### src/rtl/fb_write_arbiter.sv
// Round-robin owner of the single frame-buffer write port shared by NUM_REQ drawing engines.
// Define FB_ARB_PREEMPT_EN to let a waiting engine preempt an owner after MAX_HOLD owned cycles.
module fb_write_arbiter #(
  parameter int unsigned NUM_REQ  = 3,
  parameter int unsigned MAX_HOLD = 1024
) (
  input  logic                  clk,
  input  logic                  rst,
  input  logic [NUM_REQ-1:0]    req,
  input  logic [NUM_REQ-1:0]    req_we,
  input  logic [17*NUM_REQ-1:0] req_addr,
  input  logic [24*NUM_REQ-1:0] req_data,
  output logic [NUM_REQ-1:0]    gnt,
  output logic [2:0]            owner,
  output logic                  busy,
  output logic                  fb_we,
  output logic [16:0]           fb_addr,
  output logic [23:0]           fb_data
);

  localparam logic [1:0] S_IDLE   = 2'd0;
  localparam logic [1:0] S_OWN    = 2'd1;
  localparam logic [1:0] S_SWITCH = 2'd2;

  localparam int unsigned        HOLD_W   = (MAX_HOLD > 2) ? $clog2(MAX_HOLD) : 1;
  localparam logic [HOLD_W-1:0]  HOLD_MAX = HOLD_W'(MAX_HOLD - 1);

`ifdef FB_ARB_PREEMPT_EN
  localparam bit PREEMPT_EN = 1'b1;
`else
  localparam bit PREEMPT_EN = 1'b0;
`endif

  logic [1:0]         state_q, state_d;
  logic [NUM_REQ-1:0] gnt_q, gnt_d;
  logic [2:0]         owner_q, owner_d;
  logic [2:0]         last_q, last_d;
  logic [HOLD_W-1:0]  hold_q, hold_d;

  logic               pick_hi_vld, pick_lo_vld, pick_vld;
  logic [2:0]         pick_hi, pick_lo, pick_idx;
  logic               own_req, own_we, own_gnt;
  logic [NUM_REQ-1:0] others;
  logic [16:0]        own_addr;
  logic [23:0]        own_data;
  logic               preempt;

  // Round-robin: first requester above last_q, otherwise wrap to the lowest requester.
  always_comb begin
    pick_hi_vld = 1'b0;
    pick_lo_vld = 1'b0;
    pick_hi     = '0;
    pick_lo     = '0;
    for (int unsigned i = 0; i < NUM_REQ; i++) begin
      if (req[i] && !pick_lo_vld) begin
        pick_lo_vld = 1'b1;
        pick_lo     = 3'(i);
      end
      if (req[i] && !pick_hi_vld && (3'(i) > last_q)) begin
        pick_hi_vld = 1'b1;
        pick_hi     = 3'(i);
      end
    end
    pick_vld = pick_hi_vld | pick_lo_vld;
    pick_idx = pick_hi_vld ? pick_hi : pick_lo;
  end

  always_comb begin
    own_req  = 1'b0;
    own_we   = 1'b0;
    own_gnt  = 1'b0;
    own_addr = '0;
    own_data = '0;
    others   = req;
    for (int unsigned i = 0; i < NUM_REQ; i++) begin
      if (owner_q == 3'(i)) begin
        own_req   = req[i];
        own_we    = req_we[i];
        own_gnt   = gnt_q[i];
        own_addr  = req_addr[17*i +: 17];
        own_data  = req_data[24*i +: 24];
        others[i] = 1'b0;
      end
    end
  end

  assign preempt = PREEMPT_EN && (hold_q == HOLD_MAX) && (|others);

  always_comb begin
    state_d = state_q;
    gnt_d   = gnt_q;
    owner_d = owner_q;
    last_d  = last_q;
    hold_d  = hold_q;
    case (state_q)
      S_IDLE, S_SWITCH: begin
        if (pick_vld) begin
          state_d = S_OWN;
          owner_d = pick_idx;
          gnt_d   = NUM_REQ'(1) << pick_idx;
          hold_d  = '0;
        end else begin
          state_d = S_IDLE;
          gnt_d   = '0;
        end
      end
      S_OWN: begin
        if (hold_q != HOLD_MAX) begin
          hold_d = hold_q + 1'b1;
        end
        if (!own_req || preempt) begin
          state_d = S_SWITCH;
          gnt_d   = '0;
          last_d  = owner_q;
        end
      end
      default: begin
        state_d = S_IDLE;
        gnt_d   = '0;
      end
    endcase
  end

  always_ff @(posedge clk or posedge rst) begin
    if (rst) begin
      state_q <= S_IDLE;
      gnt_q   <= '0;
      owner_q <= '0;
      last_q  <= 3'(NUM_REQ - 1);
      hold_q  <= '0;
    end else begin
      state_q <= state_d;
      gnt_q   <= gnt_d;
      owner_q <= owner_d;
      last_q  <= last_d;
      hold_q  <= hold_d;
    end
  end

  assign gnt     = gnt_q;
  assign owner   = owner_q;
  assign busy    = (state_q == S_OWN);
  // Write path is combinational from the owner's slice so a burst has no extra latency.
  assign fb_we   = busy & own_we & own_gnt;
  assign fb_addr = busy ? own_addr : '0;
  assign fb_data = busy ? own_data : '0;

endmodule
### config.mk
export PLATFORM = sky130hd
export DESIGN_NAME = fb_write_arbiter
export DESIGN_NICKNAME = d
export VERILOG_FILES = /design/src/rtl/fb_write_arbiter.sv
export SDC_FILE = /design/constraint.sdc
export NUM_CORES = 1
export LEC_CHECK = 0
export ABC_CLOCK_PERIOD_IN_PS = 1630
export BUFFER_PORTS_ARGS = -buffer_cell sky130_fd_sc_hd__buf_4
export CAP_MARGIN = 30
export CORE_MARGIN = 5
export CORE_UTILIZATION = 32
export CTS_CLUSTER_SIZE = 8
export DETAILED_ROUTE_END_ITERATION = 12
export PLACE_DENSITY = 0.78
export SYNTH_ARGS = -nofsm -noshare
export SYNTH_HDL_FRONTEND = slang
export SYNTH_SLANG_ARGS = --single-unit
export TNS_END_PERCENT = 20
### constraint.sdc
create_clock -name clk -period 1.63 [get_ports clk]
set_clock_uncertainty 0.2 [all_clocks]
set_input_delay 0.2445 -clock clk [delete_from_list [all_inputs] [get_ports clk]]
set_output_delay 0.2445 -clock clk [all_outputs]
set_load 0.005 [all_outputs]
==> impl_metrics.ini, run 1 <==
[synth]
synth_compound_area_share_pct = 20.6
yosys.area_share.simple_pct = 30.4
synth_area_um2 = 1690
ys_warn_count = 0
yosys.area.top_type_share_pct = 24.9
synth_nets = 370
yosysSeqAreaShare_pct = 13.4
synth.avg_cell_area_um2 = 7.05
synthXorXnorAreaFrac_pct = 0
postSynth.asyncResetShare_pct = 100
synth_top_family_by_area = simple AND/OR/NAND/NOR gates
ys_types = 32
synthAdderAreaFrac_pct = 0
synth.area.top_cells = mux2i_1 (25%), a21oi_1 (13%), dfrtp_1 (12%)
yosysTopAreaCell = mux2i_1
muxShareOfSynthArea_pct = 24.9
synth_cells = 239
synth-edff-count = 0
synthTopCellsByCount = a21oi_1 (44), nand2_1 (44), mux2i_1 (42)
synth-main-ff-cell = dfrtp_1
ys_ff_latch = 9

[sta]
setup_violations = 43
rsz0062_at_grt = true
min_period_ns = 2.04
fmax_ghz = 0.491
tns_ns = -15.58
hold_viol_final = 0
fin_ws_ns = -0.405
finalMaxSlewViolations = 0
period_share_pct = 125

[cells_and_area]
diodes = 0
nets = 557
drive_gt1_share_pct = 64.7
area_delta_synth_final_pct = 112

[die]
die_w_um = 82.6
pin_count = 180
die_y_um = 82.6
core_area_um2 = 5110
dieArea_um2 = 6820
initial_core_util_pct = 33.0
rows = 26

[critical_path]
crit_type = reg2out
crit_arrival_ns = 1.59
worstSetupStartpointType = register
cp-end-kind = primary output
slowest_stage = dfrtp_2
path_cells = buf_12, nor2b_4, buf_6, buf_16, nand2_1, a21oi_2, buf_4
cp_slowest_stage_delay_ns = 0.44
path_max_fanout = 8
critical_path_required_ns = 1.19

[cts]
clock_path_buffers = 2
clk_pin_slew_worst_paths_ns = 0.05
cts-root-buf = clkbuf_8
clkSinkCount = 9
insertion_delay_ns = 0.23
cts_tree = built
cts_buffers = 3
cts_max_level = 1

[route]
ant_nets = 0
drcViolationCount = 0
dr.pass1.iters = 5
via_per_inst = 4.93
wl_per_cell_um = 16.4
vias = 2439
wl_um = 8140
drt_iter0_markers = 49

[pwr]
powerDensity_nw_per_um2 = 1450
p_total_mw = 5.18
p_leak_nw = 1.69
irDropWorstVdd_uv = 846

[placed_design]
gp_congestion = 0.906
io_buffer_count = 178
post-place-ws_ns = -0.172
dp_hpwl_um = 5960

[grt]
grt_use_total_pct = 21.3
grt_pass1_vias = 2338
gr-usage-met1_pct = 24.3
grt_use_met3_pct = 3.58
grt_pass1_wl_um = 11300
grtUsageMet2_pct = 39.6
grt_max_degree = 24
grt_busiest_layer = met2
antenna_found_initial = 0
grt-ovfl-total = 0

[worst_hold_path]
holdCritPathClass = in2reg

[outcome]
violations = negative setup slack
status = finished with violations

[job]
cap_violations = 0
## power by group
part           total [mW]  leakage (nW)  internal (mW)  switching [mW]
registers           0.441         0.112          0.328           0.113
clock network       0.260        0.0228          0.171          0.0893
logic                4.48          1.56           2.49            1.99
total                5.18          1.69           2.99            2.20
## final cells by class
type / count / area, um^2
Timing Repair Buffer: 204 / 1710
Fill cell: 411 / 1530
Multi-Input combinational cell: 205 / 1500
Sequential cell: 9 / 228
Tap cell: 70 / 87.6
Clock buffer: 4 / 45.0
Inverter: 3 / 11.3
## critical path, delay by kind of cell (launching register included)
family	cells	cell delay (ns)
buffers and inverters	4	0.57
AOI/OAI and AO/OA	1	0.12
DFF	1	0.44
and+or+nand+nor	2	0.22
## cell usage in the layout, fill, tap and decap left out, types with 5 or more instances in the layout
master and instances:
a21oi_2 32, buf_12 6, o21ai_0 7, mux2i_1 41, buf_6 5, nand2_2 6
or2_2 12, a21oi_1 12, or2_0 20, or2_4 9, buf_4 187, dfrtp_1 7
nand2_1 35
## timing repair
item / CTS / global route
gates resized for setup: 39 / 28
buffers inserted: 9 / 0
hold endpoints to repair: 8 / 0
pin swaps: 36 / 9
hold buffers: 1 / 0
setup endpoints to repair: 47 / 47
gates cloned: 3 / 1
## stage by stage
step	hold slack (ns)	instance area (um^2)	utilization (%)	cells
finish	0.0470	3580	70.1	495
global route	0.0612	3580	70.1	495
CTS	0.0401	3450	67.6	494
detailed placement	0.0324	3110	60.9	479
global placement	0.0261	3110	60.9	479
floorplan	-0.128	1690	-	239
## kinds of logic after synthesis
logic type      count (synthesis)
compound gates                 62
buf+inv                        25
flops                           9
mux                            42
other cells                     1
simple gates                  100
## layer usage
| layer | wire, um | share of wire [%] | up-vias |
|---|---|---|---|
| met5 | 0 | 0 | - |
| met4 | 273 | 3.4 | 0 |
| met3 | 671 | 8.2 | 25 |
| met2 | 4280 | 53 | 103 |
| met1 | 2920 | 36 | 1115 |
| li1 | - | - | 1196 |
## final timing paths
check	start	to	slack (ns)	cells past startpoint
worst max-delay path	owner[1]$_DFFE_PP0P_	fb_data[3]	-0.41	7
worst min-delay path	req[1]	state_q[1]$_DFFE_PP0P_	0.05	2
worst max register to register	owner[1]$_DFFE_PP0P_	last_q[1]$_DFFE_PP1P_	-0.05	4
worst min register to register	gnt[2]$_DFFE_PP0P_	gnt[2]$_DFFE_PP0P_	0.33	1
max in group asynchronous	rst	last_q[1]$_DFFE_PP1P_	0.60	3
min in group asynchronous	rst	gnt[0]$_DFFE_PP0P_	0.33	3
## flip-flops by register name, indices dropped and copies added, names as in the netlist
signal   cells
last_q       2
gnt          3
owner        2
state_q      2
Power figures use the tool's default switching activity.
==> inputs of run 2 (changes only) <==
Settings changed: PLACE_DENSITY 0.78 to not set, PLACE_DENSITY_LB_ADDON set to 0.1.
==> impl_metrics.ini, run 2 (synthesis gave the netlist of run 1 again) <==
[critical_path]
path_max_fanout = 24
reg2reg_slack_ns = -0.04
r2r_start = owner[1]$_DFFE_PP0P_
worstSetupStartpointType = register
critical_path_required_ns = 1.19
crit_arrival_ns = 1.56
cp-end-kind = primary output
r2r_end = last_q[1]$_DFFE_PP1P_
crit_type = reg2out
worstRegToRegCells = 4

[die]
core_area_um2 = 5110
rows = 26
die_w_um = 82.6
initial_core_util_pct = 33.0
die_y_um = 82.6
pin_count = 180
dieArea_um2 = 6820

[grt]
grt_use_total_pct = 20.2
grt_max_degree = 36
grt_pass1_vias = 2220
grt_pass1_wl_um = 11000
grt-ovfl-total = 0
antenna_found_initial = 0

[pwr]
p_total_mw = 4.53
p_leak_nw = 1.57
comb_power_share_pct = 84.4
switching_power_mw = 1.96
irDropWorstVdd_uv = 1050
p_sw_share_pct = 43.3
power_report.internal_total_mw = 2.57
clockPowerShare_pct = 5.7
powerDensity_nw_per_um2 = 1360
p_seq_share_pct = 9.9

[worst_hold_path]
holdCritPathClass = in2reg
holdPathStages = 2
min_to = state_q[1]$_DFFE_PP0P_
worstHoldStart = req[1]

[cells_and_area]
layout_commonest_cell = buf_4
fill_cells = 442
regArea_um2 = 228
fin_util_pct = 65.1
drive_gt1_share_pct = 60.5
area_delta_synth_final_pct = 97.2
nets = 545
multi_input_area_um2 = 1420
diodes = 0
final_area_um2 = 3320
layout_common_cells = buf_4 (184), nand2_1 (42), mux2i_1 (41)
finalNonFillerCells = 483
largest_reg_flops = 3

[sta]
hold_viol_final = 0
rsz0062_at_grt = true
finalMaxSlewViolations = 0
setup_violations = 43
fin_ws_ns = -0.377
min_period_ns = 2.01
tns_ns = -13.94
period_share_pct = 123
fmax_ghz = 0.498

[outcome]
violations = negative setup slack
status = finished with violations

[cts]
cts_buffers = 3
cts_tree = built
clkSinkCount = 9
insertion_delay_ns = 0.23
clk_pin_slew_worst_paths_ns = 0.04
clock_path_buffers = 2
cts-root-buf = clkbuf_8
cts_max_level = 1

[route]
drcViolationCount = 0
drt_iter0_markers = 54
wl_per_cell_um = 15.5
via_per_inst = 4.83
vias = 2333
dr.pass1.iters = 4
wl_um = 7490
ant_nets = 0

[placed_design]
placed_area_um2 = 3140
placedCellCount = 478
gp_congestion = 0.838
dp_hpwl_um = 5960
io_buffer_count = 178

[job]
cap_violations = 0
## run 2: cell types whose count changed in the layout (fill, tap and decap cells not counted), sizes merged
cell	delta
clkbuf	-1
buf	-11
## run 2: power groups by stage
stage	combinational [mW]	clock, mW	sequential [mW]
4_1_cts	3.67	0.265	0.440
3_3_place_gp	3.54	0	0.440
6_report	3.82	0.258	0.447
3_5_place_dp	3.57	0	0.442
5_1_grt	4.16	0.283	0.470
2_1_floorplan	1.97	0	0.406
## run 2: timing repair
action,in CTS,in global routing
hold buffers,1,0
resized for setup,11,23
setup endpoints to repair,44,48
hold endpoints to repair,8,0
buffers inserted,0,0
pin swaps,11,4
gates cloned,0,0
## run 2: cell type report
class	count	share of cell area, %
Tap cell	70	2.64
Inverter	3	0.339
Timing Repair Buffer	192	46.1
Multi-Input combinational cell	205	42.7
Clock buffer	4	1.36
Sequential cell	9	6.85
## run 2: routing by layer
| layer | GRT usage (%) | part of all wire, % | up-vias |
|---|---|---|---|
| li1 | - | - | 1171 |
| met1 | 22.9 | 35 | 1060 |
| met2 | 38.8 | 55 | 91 |
| met3 | 3.69 | 8.7 | 11 |
| met4 | 4.58 | 1.4 | 0 |
| met5 | 0 | 0 | - |
## run 2: worst max-delay path, stage by stage, from the launching register on
cell     delay [ns]
dfrtp_2        0.44
buf_12         0.17
nor2b_4        0.17
buf_12         0.18
nand2_1        0.09
a21oi_2        0.15
buf_4          0.12
## run 2: worst max path at each step
stage | from | end | slack, ns | cells after the start
after global placement | owner[1]$_DFFE_PP0P_ | fb_addr[15] | -0.17 | 6
after floorplan | owner[1]$_DFFE_PP0P_ | fb_addr[15] | -0.04 | 6
final | owner[1]$_DFFE_PP0P_ | fb_data[15] | -0.38 | 6
after detailed placement | owner[1]$_DFFE_PP0P_ | fb_addr[15] | -0.19 | 6
after global routing | owner[1]$_DFFE_PP0P_ | fb_data[15] | -0.46 | 6
after CTS | owner[1]$_DFFE_PP0P_ | fb_addr[15] | -0.38 | 6
## run 2: per-stage QoR
| stage | hold slack [ns] | setup slack (ns) |
|---|---|---|
| after floorplan | -0.128 | -0.0446 |
| after global placement | 0.0398 | -0.172 |
| after detailed placement | 0.0438 | -0.186 |
| after CTS | 0.0380 | -0.385 |
| after global routing | 0.0630 | -0.463 |
| final | 0.0446 | -0.377 |
